## src/rtl/pipe_pkg.sv

```systemverilog
// pipe_pkg: shared widths and elaboration checks for the pipeline stage register
package pipe_pkg;
  localparam int DATA_W_DEF = 96;
  localparam int CTRL_W_DEF = 16;
  localparam int OCC_W = 2;
  function automatic bit skid_ok(input int skid);
    return skid == 0 || skid == 1;
  endfunction
endpackage

```

## src/rtl/pipe_slot.sv

```systemverilog
// pipe_slot: one pipeline entry (valid, data, ctrl); ctrl is zeroed and gated whenever the entry is invalid
module pipe_slot
  import pipe_pkg::*;
#(
  parameter int DATA_W = DATA_W_DEF,
  parameter int CTRL_W = CTRL_W_DEF
) (
  input  logic              clk,
  input  logic              rst_n,
  input  logic              load,
  input  logic              clr,
  input  logic [DATA_W-1:0] d_in,
  input  logic [CTRL_W-1:0] c_in,
  output logic              valid,
  output logic [DATA_W-1:0] data,
  output logic [CTRL_W-1:0] ctrl
);
  logic              valid_q, valid_d;
  logic [DATA_W-1:0] data_q, data_d;
  logic [CTRL_W-1:0] ctrl_q, ctrl_d;
  always_comb begin
    valid_d = load ? 1'b1 : (clr ? 1'b0 : valid_q);
    data_d  = load ? d_in : data_q;
    ctrl_d  = load ? c_in : (clr ? '0 : ctrl_q);
  end
  always_ff @(posedge clk or negedge rst_n) begin
    if (!rst_n) begin
      valid_q <= 1'b0;
      data_q  <= '0;
      ctrl_q  <= '0;
    end else begin
      valid_q <= valid_d;
      data_q  <= data_d;
      ctrl_q  <= ctrl_d;
    end
  end
  assign valid = valid_q;
  assign data  = data_q;
  assign ctrl  = valid_q ? ctrl_q : '0;
endmodule

```

## src/rtl/pipe_stage_reg.sv

```systemverilog
// pipe_stage_reg: valid/ready pipeline register with flush and an optional skid entry
module pipe_stage_reg
  import pipe_pkg::*;
#(
  parameter int DATA_W = DATA_W_DEF,
  parameter int CTRL_W = CTRL_W_DEF,
  parameter int SKID   = 1
) (
  input  logic              clk,
  input  logic              rst,
  input  logic              flush,
  input  logic              in_valid,
  output logic              in_ready,
  input  logic [DATA_W-1:0] in_data,
  input  logic [CTRL_W-1:0] in_ctrl,
  output logic              out_valid,
  input  logic              out_ready,
  output logic [DATA_W-1:0] out_data,
  output logic [CTRL_W-1:0] out_ctrl,
  output logic [OCC_W-1:0]  occupancy
);
  if (!skid_ok(SKID) || DATA_W < 1) begin : g_bad_param
    $error("pipe_stage_reg: SKID must be 0 or 1 and DATA_W >= 1");
  end
  logic              m_valid, s_valid;
  logic [DATA_W-1:0] m_data, s_data, m_din;
  logic [CTRL_W-1:0] m_ctrl, s_ctrl, m_cin;
  logic              in_xfer, m_take_s, m_load, m_clr, s_load, s_clr;
  always_comb begin
    in_ready = (SKID == 1) ? !s_valid : (out_ready || !m_valid);
    in_xfer  = in_valid && in_ready && !flush;
    m_take_s = s_valid && out_ready && !flush;
    m_load   = m_take_s || (in_xfer && (!m_valid || out_ready));
    m_clr    = flush || (m_valid && out_ready);
    s_load   = in_xfer && m_valid && !out_ready;
    s_clr    = flush || m_take_s;
    m_din    = s_valid ? s_data : in_data;
    m_cin    = s_valid ? s_ctrl : in_ctrl;
  end
  pipe_slot #(.DATA_W(DATA_W), .CTRL_W(CTRL_W)) u_m (
    .clk(clk), .rst_n(rst), .load(m_load), .clr(m_clr), .d_in(m_din), .c_in(m_cin),
    .valid(m_valid), .data(m_data), .ctrl(m_ctrl)
  );
  if (SKID == 1) begin : g_skid
    pipe_slot #(.DATA_W(DATA_W), .CTRL_W(CTRL_W)) u_s (
      .clk(clk), .rst_n(rst), .load(s_load), .clr(s_clr), .d_in(in_data), .c_in(in_ctrl),
      .valid(s_valid), .data(s_data), .ctrl(s_ctrl)
    );
  end else begin : g_noskid
    assign s_valid = 1'b0;
    assign s_data  = '0;
    assign s_ctrl  = '0;
  end
  assign out_valid = m_valid;
  assign out_data  = m_data;
  assign out_ctrl  = m_ctrl;
  assign occupancy = OCC_W'(m_valid) + OCC_W'(s_valid);
endmodule

```

## config.mk

```make
export PLATFORM = sky130hd
export DESIGN_NAME = pipe_stage_reg
export DESIGN_NICKNAME = d
export VERILOG_FILES = /design/src/rtl/pipe_pkg.sv /design/src/rtl/pipe_slot.sv /design/src/rtl/pipe_stage_reg.sv
export SDC_FILE = /design/constraint.sdc
export NUM_CORES = 1
export LEC_CHECK = 0
export ABC_AREA = 0
export CELL_PAD_IN_SITES_DETAIL_PLACEMENT = 1
export CELL_PAD_IN_SITES_GLOBAL_PLACEMENT = 1
export CORE_AREA = 4 4 293 151
export DETAILED_ROUTE_END_ITERATION = 12
export DIE_AREA = 0 0 297 155
export GPL_ROUTABILITY_DRIVEN = 0
export GPL_TIMING_DRIVEN = 0
export PLACE_DENSITY_LB_ADDON = 0.1
export RECOVER_POWER = 25
export SETUP_SLACK_MARGIN = 0.2
export SYNTH_ARGS = -nofsm -noshare
export SYNTH_HDL_FRONTEND = slang
export SYNTH_HIERARCHICAL = 1
export SYNTH_SLANG_ARGS = --single-unit
```

## constraint.sdc

```tcl
create_clock -name clk -period 3.5 [get_ports clk]
set_clock_uncertainty 0.15 [all_clocks]
set_input_delay 0.7 -clock clk [delete_from_list [all_inputs] [get_ports clk]]
set_output_delay 0.7 -clock clk [all_outputs]
set_load 0.005 [all_outputs]
```

==> flow_summary.ini <==
[critical_path]
worst_setup_path_start_kind = flop
critPathCaptureType = output port
r2r_end = u_m/data[75]
rrSetupSlack_ns = 0.79
rr_worst_depth = 8
crit_type = flop to output port
critPathMaxFanout = 10
arrival_ns = 2.21
worstPathRequired_ns = 2.65
reg2reg_from = g_skid.u_s/valid
cp-startpoint = g_skid.u_s/valid

[final_layout]
multi_input_area_mm2 = 0.00427
stdcell_count = 1542
nets = 1093
num-fill-cells = 4362
final_util_pct = 34.2
final_common_cell = mux2_2
area_delta_synth_final_pct = 37.7
final_cell_mix = 278 x mux2_2, 226 x dfrtp_1, 211 x clkdlybuf4s50_1
design_area_mm2 = 0.0142
layout-drive-gt1-share_pct = 39.0
n_antenna_cell = 0
seqCellArea_mm2 = 0.00566

[clock_tree]
cts_setup_buffers = 0
tritoncts.num_buffers = 24
clock-root-buffer = clkbuf_16
tritoncts = yes
clockBufferDepth = 3
clk_pin_slew_ns = 0.06
insertion_delay_ns = 0.53
clock_sinks = 226
htreeDepth = 1

[routing]
ant_nets = 0
vias = 6594
wl_per_cell_um = 18.4
drt_first_iter_violations = 112
first_pass_iters = 4
drc_errors = 0
vias_per_cell = 4.28
finalWirelength_um = 28400

[sta]
worst_pin_slew_ns = 1.42
slew_headroom_pct = 5.07
rsz0062_at_grt = no
fmax_mhz = 327
finalCritPeriodShare_pct = 87.4
drv_slew = 0
final_hold_viol_count = 0
setup-violations-final = 0
setup_ws_ns = 0.442
period_minus_slack_ns = 3.06

[floorplanning]
coreArea_mm2 = 0.0416
num_io_pins = 233
fp.dieH_um = 155
rows = 53
die_area_mm2 = 0.0460
initial_utilization_pct = 24.8
fp.dieW_um = 297

[placement]
placed_area_mm2 = 0.0134
dp.cells = 1498
portBuffers = 232
dp_hpwl_um = 20200
preCtsSetupSlack_ns = 0.606

[synthesis]
synth_cells = 714
synth_largest_area_cell = dfrtp_1
netlist_area_mm2 = 0.0103
seq_area_frac_synth_pct = 54.8
ys_ff_latch = 226
ys_types = 18
synth_nets = 832
yosys-top-cells-area = dfrtp_1 55%, mux2_2 30%, mux2_4 3.8%
synth_warnings = 6
syn_area_per_cell_um2 = 14.5
synth_top_area_share_pct = 54.8

[global_routing]
grt_usage_pct = 12.1
antenna_found_initial = 0
grt_pass1_wl_um = 44100
met2_usage_pct = 24.3
use_met1_pct = 13.5
gr-max-usage-layer = met2
grt_overflow_total = 0
grt_max_degree = 111
grt_pass1_vias = 7388
gr-usage-met3_pct = 2.13

[pwr]
power_density_mw_per_mm2 = 583
leakagePower_nw = 5.86
ir_drop_mv = 0.308
p_total_mw = 8.29

[worst_hold_path]
whs_endpoint = g_skid.u_s/data[43]
whs_path_depth = 1
min_from = g_skid.u_s/data[43]
min_path_type = flop to flop

[outcome]
outcome = complete, no violations

[run]
cap_violations = 0
-- registers in the layout, summed over array words and instances (netlist names) --
register / flops
g_skid.u_s/valid: 1
g_skid.u_s/ctrl_q: 16
u_m/data: 96
u_m/ctrl_q: 16
g_skid.u_s/data: 96
u_m/valid: 1
-- worst max-delay path, cell delays in order (launching register included) --
cell and delay, ns:
dfrtp_1 0.57, buf_6 0.22, buf_6 0.20, buf_6 0.20
inv_1 0.05, clkdlybuf4s50_1 0.44
-- synth_stat cells --
| cell type | instances |
|---|---|
| a21o_1 | 4 |
| nor2_1 | 3 |
| a22o_1 | 2 |
| clkbuf_1 | 6 |
| inv_1 | 3 |
| mux2_2 | 278 |
| nor4_2 | 1 |
| dfrtp_1 | 226 |
| nand2b_1 | 30 |
| mux2_4 | 26 |
| nand2_1 | 31 |
| buf_2 | 12 |
| buf_6 | 27 |
| o21ba_2 | 1 |
| nor3_1 | 1 |
| o21ai_0 | 30 |
| and2_1 | 32 |
| ha_1 | 1 |
-- stage by stage --
step / hold slack (ns) / TNS (ns)
detailed placement: 0.342 / 0
finish: 0.350 / 0
CTS: 0.358 / 0
floorplan: 0.254 / 0
global placement: 0.324 / -1992.25
global route: 0.364 / 0
-- how the worst max path moves through the flow --
stage	endpoint	slack, ns	cells past startpoint
after CTS	in_ready	0.36	5
after global placement	g_skid.u_s/data[71]	-8.87	1
final	in_ready	0.44	5
after detailed placement	u_m/data[75]	0.61	6
after global routing	u_m/data[81]	0.27	4
after floorplan	g_skid.u_s/data[10]	1.36	7
-- area by class of cell --
class | instances | area share, %
flip-flops and latches | 226 | 39.8
clock buffers | 33 | 4.89
repair buffers | 235 | 16.8
clock inverters | 10 | 0.897
plain buffers | 45 | 2.72
inverters | 3 | 0.0792
multi-input cells | 440 | 30.1
well taps | 550 | 4.84
-- power by group --
part           total (mW)  internal (mW)  switching, mW
clock                2.70           1.61           1.09
combinational        1.92           1.31          0.611
sequential           3.67           3.31          0.359
-- repair_timing --
item	4_1_cts	5_1_grt
hold endpoints to repair	52	0
hold buffers	1	0
resized for setup	0	0
-- cell families (layout without fill, tap and decap cells) --
family | count (synthesis) | in the layout | synth area share, %
AOI/OAI and AO/OA | 37 | 37 | 2.01
buffers and inverters | 48 | 326 | 3.85
DFF | 226 | 226 | 54.8
adders and majority gates | 1 | 1 | 0.121
muxes | 304 | 304 | 34.1
and+or+nand+nor | 98 | 98 | 5.16
-- metal layers --
metal	share of wire (%)	up-vias
met5	0	-
met4	1.7	0
met3	2.5	32
met2	57	61
met1	39	3476
li1	-	3025
(Power assumes the default switching activity.)
